## src/rtl/cache_read_ctrl_pkg.sv

```systemverilog
// Shared definitions for the direct-mapped read cache controller:
// default geometry, line count and FSM state encoding.
package cache_read_ctrl_pkg;

  localparam int IDX_DEF = 6;
  localparam int TAG_DEF = 24;
  localparam int DW_DEF  = 32;
  localparam int OFS_W   = 2;

  typedef enum logic [2:0] {
    ST_FLUSH   = 3'd0,
    ST_IDLE    = 3'd1,
    ST_COMPARE = 3'd2,
    ST_MISS    = 3'd3,
    ST_FILL    = 3'd4
  } state_e;

  function automatic int unsigned lines(input int unsigned idx_w);
    return 32'd1 << idx_w;
  endfunction

endpackage

```

## src/rtl/cache_read_ctrl_flush_seq.sv

```systemverilog
// Invalidation sweep counter: walks every index once after start_i,
// one line per cycle; done_o flags the cycle writing the last index.
module cache_flush_seq #(
  parameter int IDX = 6
) (
  input  logic           clk_i,
  input  logic           rst_n_i,
  input  logic           start_i,
  output logic [IDX-1:0] cnt_o,
  output logic           busy_o,
  output logic           done_o
);

  logic [IDX-1:0] cnt_q, cnt_d;
  logic           busy_q, busy_d;

  always_comb begin
    cnt_d  = cnt_q;
    busy_d = busy_q;
    if (start_i) begin
      cnt_d  = '0;
      busy_d = 1'b1;
    end else if (busy_q) begin
      cnt_d = cnt_q + 1'b1;
      if (cnt_q == '1) busy_d = 1'b0;
    end
  end

  always_ff @(posedge clk_i or negedge rst_n_i) begin
    if (!rst_n_i) begin
      cnt_q  <= '0;
      busy_q <= 1'b0;
    end else begin
      cnt_q  <= cnt_d;
      busy_q <= busy_d;
    end
  end

  assign cnt_o  = cnt_q;
  assign busy_o = busy_q;
  assign done_o = busy_q && (cnt_q == '1);

endmodule

```

## src/rtl/cache_read_ctrl.sv

```systemverilog
// Sequencer for a direct-mapped read cache: lookup, miss refill, and all valid-RAM writes.
//   state   | meaning
//   FLUSH   | sweeping valid=0 over every index (after reset and on flush)
//   IDLE    | waiting for cpu_req; RAMs sample the request index on the accept edge
//   COMPARE | RAM outputs valid; decide hit or miss
//   MISS    | mem_req held until mem_ack
//   FILL    | write valid/tag/data for the line and return the refilled word
module cache_read_ctrl
  import cache_read_ctrl_pkg::*;
#(
  parameter int IDX = IDX_DEF,
  parameter int TAG = TAG_DEF,
  parameter int DW  = DW_DEF,
  localparam int AW = TAG + IDX + OFS_W
) (
  input  logic           clk_i,
  input  logic           rst_n_i,
  input  logic           cpu_req_i,
  input  logic [AW-1:0]  cpu_addr_i,
  output logic           cpu_ready_o,
  output logic [DW-1:0]  cpu_rdata_o,
  input  logic           flush_i,
  output logic           flush_busy_o,
  output logic [IDX-1:0] ram_index_o,
  output logic           ram_do_write_o,
  output logic           ram_valid_in_o,
  input  logic           ram_valid_out_i,
  input  logic [TAG-1:0] tag_rd_i,
  output logic [TAG-1:0] tag_wr_o,
  input  logic [DW-1:0]  data_rd_i,
  output logic [DW-1:0]  data_wr_o,
  output logic           mem_req_o,
  output logic [AW-1:0]  mem_addr_o,
  input  logic           mem_ack_i,
  input  logic [DW-1:0]  mem_rdata_i
);

  state_e         state_q, state_d;
  logic           flush_pend_q, flush_pend_d;
  logic           cpu_ready_q, cpu_ready_d;
  logic [DW-1:0]  cpu_rdata_q, cpu_rdata_d;
  logic           flush_busy_q, flush_busy_d;
  logic           do_write_q, do_write_d;
  logic           valid_in_q, valid_in_d;
  logic [TAG-1:0] tag_wr_q, tag_wr_d;
  logic [DW-1:0]  data_wr_q, data_wr_d;
  logic           mem_req_q, mem_req_d;
  logic [AW-1:0]  mem_addr_q, mem_addr_d;

  logic           sweep_start, sweep_busy, sweep_done;
  logic [IDX-1:0] sweep_cnt;
  logic [TAG-1:0] addr_tag;
  logic [IDX-1:0] addr_idx;
  logic           hit;
  logic           unused_ofs;

  assign addr_tag   = cpu_addr_i[AW-1:IDX+OFS_W];
  assign addr_idx   = cpu_addr_i[IDX+OFS_W-1:OFS_W];
  assign unused_ofs = ^cpu_addr_i[OFS_W-1:0];
  assign hit        = ram_valid_out_i && (tag_rd_i == addr_tag);

  cache_flush_seq #(.IDX(IDX)) u_flush_seq (
    .clk_i   (clk_i),
    .rst_n_i (rst_n_i),
    .start_i (sweep_start),
    .cnt_o   (sweep_cnt),
    .busy_o  (sweep_busy),
    .done_o  (sweep_done)
  );

  always_comb begin
    state_d      = state_q;
    flush_pend_d = flush_pend_q;
    cpu_ready_d  = 1'b0;
    cpu_rdata_d  = cpu_rdata_q;
    flush_busy_d = flush_busy_q;
    do_write_d   = 1'b0;
    valid_in_d   = 1'b0;
    tag_wr_d     = tag_wr_q;
    data_wr_d    = data_wr_q;
    mem_req_d    = mem_req_q;
    mem_addr_d   = mem_addr_q;
    sweep_start  = 1'b0;

    // A flush arriving mid-transaction waits for the next IDLE.
    if (flush_i && (state_q inside {ST_COMPARE, ST_MISS, ST_FILL})) flush_pend_d = 1'b1;

    unique case (state_q)
      ST_FLUSH: begin
        flush_busy_d = 1'b1;
        flush_pend_d = 1'b0;
        if (!sweep_busy) begin
          sweep_start = 1'b1;
          do_write_d  = 1'b1;
        end else if (sweep_done) begin
          state_d      = ST_IDLE;
          flush_busy_d = 1'b0;
        end else begin
          do_write_d = 1'b1;
        end
      end
      ST_IDLE: begin
        if (flush_i || flush_pend_q) begin
          state_d      = ST_FLUSH;
          flush_pend_d = 1'b0;
          flush_busy_d = 1'b1;
          sweep_start  = 1'b1;
          do_write_d   = 1'b1;
        end else if (cpu_req_i && !cpu_ready_q) begin
          state_d = ST_COMPARE;
        end
      end
      ST_COMPARE: begin
        if (hit) begin
          cpu_rdata_d = data_rd_i;
          cpu_ready_d = 1'b1;
          state_d     = ST_IDLE;
        end else begin
          mem_req_d  = 1'b1;
          mem_addr_d = {addr_tag, addr_idx, {OFS_W{1'b0}}};
          state_d    = ST_MISS;
        end
      end
      ST_MISS: begin
        if (mem_ack_i) begin
          mem_req_d   = 1'b0;
          cpu_rdata_d = mem_rdata_i;
          data_wr_d   = mem_rdata_i;
          tag_wr_d    = addr_tag;
          do_write_d  = 1'b1;
          valid_in_d  = 1'b1;
          cpu_ready_d = 1'b1;
          state_d     = ST_FILL;
        end
      end
      ST_FILL: begin
        state_d = ST_IDLE;
      end
      default: begin
        state_d = ST_FLUSH;
      end
    endcase
  end

  always_ff @(posedge clk_i or negedge rst_n_i) begin
    if (!rst_n_i) begin
      state_q      <= ST_FLUSH;
      flush_pend_q <= 1'b0;
      cpu_ready_q  <= 1'b0;
      cpu_rdata_q  <= '0;
      flush_busy_q <= 1'b1;
      do_write_q   <= 1'b0;
      valid_in_q   <= 1'b0;
      tag_wr_q     <= '0;
      data_wr_q    <= '0;
      mem_req_q    <= 1'b0;
      mem_addr_q   <= '0;
    end else begin
      state_q      <= state_d;
      flush_pend_q <= flush_pend_d;
      cpu_ready_q  <= cpu_ready_d;
      cpu_rdata_q  <= cpu_rdata_d;
      flush_busy_q <= flush_busy_d;
      do_write_q   <= do_write_d;
      valid_in_q   <= valid_in_d;
      tag_wr_q     <= tag_wr_d;
      data_wr_q    <= data_wr_d;
      mem_req_q    <= mem_req_d;
      mem_addr_q   <= mem_addr_d;
    end
  end

  assign ram_index_o    = (state_q == ST_FLUSH) ? sweep_cnt : addr_idx;
  assign cpu_ready_o    = cpu_ready_q;
  assign cpu_rdata_o    = cpu_rdata_q;
  assign flush_busy_o   = flush_busy_q;
  assign ram_do_write_o = do_write_q;
  assign ram_valid_in_o = valid_in_q;
  assign tag_wr_o       = tag_wr_q;
  assign data_wr_o      = data_wr_q;
  assign mem_req_o      = mem_req_q;
  assign mem_addr_o     = mem_addr_q;

endmodule
```

## config.mk

```make
export PLATFORM = sky130hd
export DESIGN_NAME = cache_read_ctrl
export DESIGN_NICKNAME = d
export VERILOG_FILES = /design/src/rtl/cache_read_ctrl_pkg.sv /design/src/rtl/cache_read_ctrl_flush_seq.sv /design/src/rtl/cache_read_ctrl.sv
export SDC_FILE = /design/constraint.sdc
export NUM_CORES = 1
export LEC_CHECK = 0
export CAP_MARGIN = 0
export CELL_PAD_IN_SITES_DETAIL_PLACEMENT = 0
export CELL_PAD_IN_SITES_GLOBAL_PLACEMENT = 1
export CORE_UTILIZATION = 34
export DETAILED_ROUTE_END_ITERATION = 10
export MAX_ROUTING_LAYER = met4
export PLACE_DENSITY_LB_ADDON = 0.1
export SYNTH_ARGS = -nofsm -noshare
export SYNTH_HDL_FRONTEND = slang
export SYNTH_SLANG_ARGS = --single-unit
```

## constraint.sdc

```tcl
create_clock -name clk_i -period 5.4 [get_ports clk_i]
set_input_delay 1.08 -clock clk_i [delete_from_list [all_inputs] [get_ports clk_i]]
set_output_delay 1.08 -clock clk_i [all_outputs]
set_load 0.03 [all_outputs]
```

== Word-level counts from Yosys, hierarchy flattened ==
Cells that the tools add are included.

* Word-level logic and storage cells: 79
* Input port bits: 126
* Bits in registers: 134
* Output and inout bits: 131

* Equality and inequality tests: 13
* Bitwise logic cells: 1
* Multiplexer cells: 34
* Add/sub/neg operators: 1
* Reduce and logical (&&, ||, !) cells: 17

{| class="wikitable"
|+ Operator list
! kind !! number
|-
| $mux 32 || 2
|-
| $pmux 32 s2 || 1
|-
| $eq 24x24->1 || 1
|-
| $mux 6 || 3
|-
| $mux 1 || 15
|-
| $mux 3 || 5
|-
| $pmux 3 s5 || 1
|-
| $ne 2x2->1 const B || 5
|-
| $pmux 1 s2 || 5
|-
| $add 6x1->6 const B || 1
|-
| $eq 3x2->1 const B || 2
|-
| $eq 6x6->1 const B || 1
|-
| $reduce_and 2->1 || 3
|-
| $reduce_and 3->1 || 2
|-
| $reduce_bool 2->1 || 3
|-
| $logic_and 1x1->1 || 4
|-
| $reduce_and 4->1 || 1
|-
| $eq 3x1->1 const B || 1
|-
| $eq 3x3->1 const B || 1
|-
| $logic_not 3->1 || 1
|-
| $ne 3x3->1 const B || 1
|-
| $pmux 1 s3 || 1
|-
| $reduce_bool 3->1 || 1
|-
| $mux 2 || 1
|-
| 4 further kinds || 4
|}

== Logic depth before layout (Yosys ltp) ==
* Depth after elaboration: 6
* Gate-level depth with buffers: 9
* Gate-level depth less buffers: 6

== By module ==
From an unflattened synthesis, not the netlist that was laid out.

* Cell total of the unflattened synthesis: 587
* Area total of the unflattened synthesis: 6079.6 um^2

{| class="wikitable"
|+ By module, submodules not included
! module !! instances !! area an instance (um^2) !! cells each
|-
| cache_read_ctrl || 1 || 5749.3 || 555
|-
| cache_flush_seq || 1 || 330.3 || 32
|}

== Worst setup path after synthesis ==
No wires, ideal clock.

* Kind: input-to-reg
* Start: input cpu_addr_i[27]
* End: register cpu_rdata_q[0] (netlist: cpu_rdata_o[0])
* Path slack: 2511 ps
* Cell stages on the path: 6
* Data arrival time: 2764 ps
* Data required time: 5275 ps
* Path buffers: 1
* Library setup time: 125 ps
* Path through: xnor2_1 > nand4_1 > or4_4 > o31ai_4 > buf_6 > mux2_2

* Cells in the longest elaborated chain, start to end: 4

{| class="wikitable"
|+ RTL lines
! what !! RTL line !! RTL
|-
| start: declaration || cache_read_ctrl.sv:19 || <nowiki>input logic [AW-1:0] cpu_addr_i,</nowiki>
|-
| $eq 24x24->1 || cache_read_ctrl.sv:60 || <nowiki>assign hit = ram_valid_out_i && (tag_rd_i == addr_tag);</nowiki>
|-
| $logic_and 1x1->1 || cache_read_ctrl.sv:60 ||
|-
| $ne 2x2->1 (no line) || n/a ||
|-
| $reduce_and 3->1 (no line) || n/a ||
|-
| end signal: assignment || cache_read_ctrl.sv:162 || <nowiki>cpu_rdata_q <= cpu_rdata_d;</nowiki>
|-
| end: declaration || cache_read_ctrl.sv:41 || <nowiki>logic [DW-1:0] cpu_rdata_q, cpu_rdata_d;</nowiki>
|}

Every way passes these cells.
A chain may end at the register's enable or synchronous reset.

== Final worst setup path ==
* Start: input cpu_addr_i[2]
* End: output ram_index_o[0]

* Cells in the longest elaborated chain, start to end: 1

{| class="wikitable"
|+ RTL lines
! what !! RTL line !! RTL
|-
| $mux 6 || cache_read_ctrl.sv:173 || <nowiki>assign ram_index_o = (state_q == ST_FLUSH) ? sweep_cnt : addr_idx;</nowiki>
|-
| end: declaration || cache_read_ctrl.sv:24 || <nowiki>output logic [IDX-1:0] ram_index_o,</nowiki>
|}

Every way passes these cells.

==> results.md <==
* Status: complete, no violations
* Root buf cell: clkbuf_16
* Global route overflow at 0
* IO buf count at 252
* CP max FO at 2
* Slew Viols, Final at 0
* Routability cong. at 0.803
* Worst-Margin Slew at 1120 ps
* CTS tree: yes
* Post-synth top cells: nand2_1 (273), dfrtp_1 (133), mux2_2 (66), clkbuf_1 (17), xnor2_1 (15)
* # resized after CTS at 0
* H-tree depth at 4
* Slowest CP cell: clkdlybuf4s50_1
* Post-Place Cells at 1038
* Initial Util at 35.2%
* DR vias/cell at 4.59
* CP cell instances: clkdlybuf4s50_1 > mux2_2 > clkdlybuf4s50_1
* Static Leak at 0.00417 µW
* Setup TNS after final layout at 0 ps
* Peak VDD IR at 0.000317 V
* Critical Path RT at 4320 ps
* Clock Pin Slew Worst Setup and Hold Paths at 50 ps
* Chip height at 134 µm
* Rel. slew slack at 25.2%
* Vias in the first global route at 5119
* Post-CTS Hold Buffers at 0
* DR DRC count at 0
* Vias at 4905
* Num rows at 47
* Final min period at 3470 ps
* Initial antenna violation count at 0
* Syn_area_per_cell at 10.0 µm²
* Number of flops mapped to enable cells by yosys at 0
* Post-synthesis sequential area ratio at 56.9%
* Layout Nets at 964
* N_diodes at 0
* DR pass1 iterations at 6
* Die X at 134 µm
* Share of the synthesized area in the top cell type at 56.5%
* Io pins at 257
* Core area at 16800 µm²
* Area grow syn2layout at 54.9%
* Ys async rst share at 100%
* Setup Skew at 4.84 ps
* Cell with the most instances after synthesis: nand2_1
* Post-synthesis cell area at 5900 µm²
* Crit Path Class: in -> out
* RSZ-0062 raised after global routing: false
* Most area-hungry cell type in the Yosys netlist: dfrtp_1
* Number of max-cap violations at 0
* Final std cells w/o fill at 1068
* Final wirelength at 16900 µm
* Post-Synthesis Cells at 589
* Drt initial violations at 193
* Period Utilization, post-route at 64.3%
* Clock buffer depth at 2
* Ratio of cells with drive above 1 in the final layout at 12.7%
* Top_reg_cell synth: dfrtp_1
* Die area at 17900 µm²
* Yosys reg bits at 134
* Largest net degree at the start of global routing at 104
* Clock Latency Late Sink at 410 ps
* Type of the tightest min-delay check: reg -> reg
* Post-CTS setup buffers at 0
* Crit path top cell by count: clkdlybuf4s50_1
* Synth warnings at 0
* Worst setup SP type: input pin
* Cells taking the most area after synthesis: dfrtp_1 (56%), nand2_1 (17%), mux2_2 (13%)
* Achievable Freq at 0.288 GHz
* Setup Viol. Count Final at 0
* First-pass GRT wire length at 26700 µm
* Post-synth cell types at 39
* Clock sink count at 134
* WL/cell at 15.8 µm
* Tot GR Track Use at 20.3%
* CP max stage delay at 660 ps
* Cts bufs inserted at 17
* CP arrival at 2390 ps
* PD cells at 627 nW/µm²
* CP endpoint kind: primary output
* DP Wirelength at 11700 µm
* Antenna-violating nets left at 0
* Hold Fails Final Rpt at 0
[registers in the layout (all words and copies together) (netlist names)]
register / count
cpu_rdata_o: 32
cpu_ready_o: 1
u_flush_seq.busy_o: 1
mem_req_o: 1
data_wr_o: 32
u_flush_seq.cnt_o: 6
ram_do_write_o: 1
tag_wr_o: 24
flush_pend_q: 1
state_q: 3
flush_busy_o: 1
mem_addr_o: 30
ram_valid_in_o: 1
[power by group]
group / switching [µW] / internal [µW] / total (µW)
combinational: 1630 / 1280 / 2910
clock: 404 / 666 / 1070
sequential: 267 / 1480 / 1750
[cells by family (layout without fill, tap and decap cells)]
logic type | Yosys count | in the layout | share of synthesized area, %
buf+inv | 35 | 293 | 3.16
xor+xnor | 29 | 29 | 4.31
other cells | 1 | 2 | 0.0636
simple gates | 307 | 307 | 20.5
mux | 68 | 68 | 13.1
fa+ha+maj | 1 | 1 | 0.212
flops | 134 | 134 | 56.9
compound gates | 14 | 14 | 1.76
[final cells by class]
cell class              instances  area (µm²)
fillers                      1520        7630
inverters                       4        15.0
repair buffers                259        2580
multi-input cells             421        2360
flip-flops and latches        134        3350
well taps                     220         275
clock inverters                 3        15.0
clock buffers                  27         533
[layout by cell type (no fill, tap or decap), types with 3 or more instances in the layout]
cell type,synthesis,layout
nand2_1,273,272
mux2_2,66,66
xor2_1,14,14
clkdlybuf4s50_1,0,251
nor2_1,12,12
a21oi_1,5,5
nor3_1,3,3
clkinv_2,0,3
clkbuf_16,0,17
nand4_1,4,4
nand3_1,3,3
buf_4,2,7
clkbuf_1,17,3
dfrtp_1,133,133
xnor2_1,15,15
clkbuf_8,0,7
[metal layers]
| metal | wire [µm] | part of all wire, % | global-route usage [%] | up-vias |
|---|---|---|---|---|
| met2 | 8450 | 50 | 33.2 | 175 |
| li1 | - | - | - | 2371 |
| met4 | 301 | 1.8 | 7.20 | 0 |
| met5 | 0 | 0 | - | - |
| met3 | 1200 | 7.1 | 6.13 | 22 |
| met1 | 6930 | 41 | 23.6 | 2337 |
[stage by stage]
stage          utilization, %  instance area [µm²]  worst slack, ps  hold slack [ps]  total power, µW
5_1_grt                  54.5                 9130             1870              491             6050
2_1_floorplan               -                 5900             2510              476             3400
4_1_cts                  54.5                 9130             1910              474             5800
6_report                 54.5                 9130             1930              471             5730
3_3_place_gp             51.2                 8580             1550              457             4650
3_5_place_dp             51.2                 8580             1510              461             4700
[worst paths after layout]
path / startpoint / slack [ps] / to / depth (start not counted)
min in group asynchronous: rst_n_i / 770 / tag_wr_o[1] / 1
max reg2reg: state_q[2] / 2600 / data_wr_o[30] / 7
min: tag_wr_o[18] / 470 / tag_wr_o[18] / 2
max: cpu_addr_i[2] / 1930 / ram_index_o[0] / 3
min reg2reg: tag_wr_o[18] / 470 / tag_wr_o[18] / 2
max in group asynchronous: rst_n_i / 3580 / cpu_rdata_o[5] / 2
[critical path: cells and delay by family]
| kind | cells | cell delay, ps |
|---|---|---|
| buffers and inverters | 2 | 1150 |
| muxes | 1 | 160 |
Note: power is estimated with default switching activity, not from simulation.
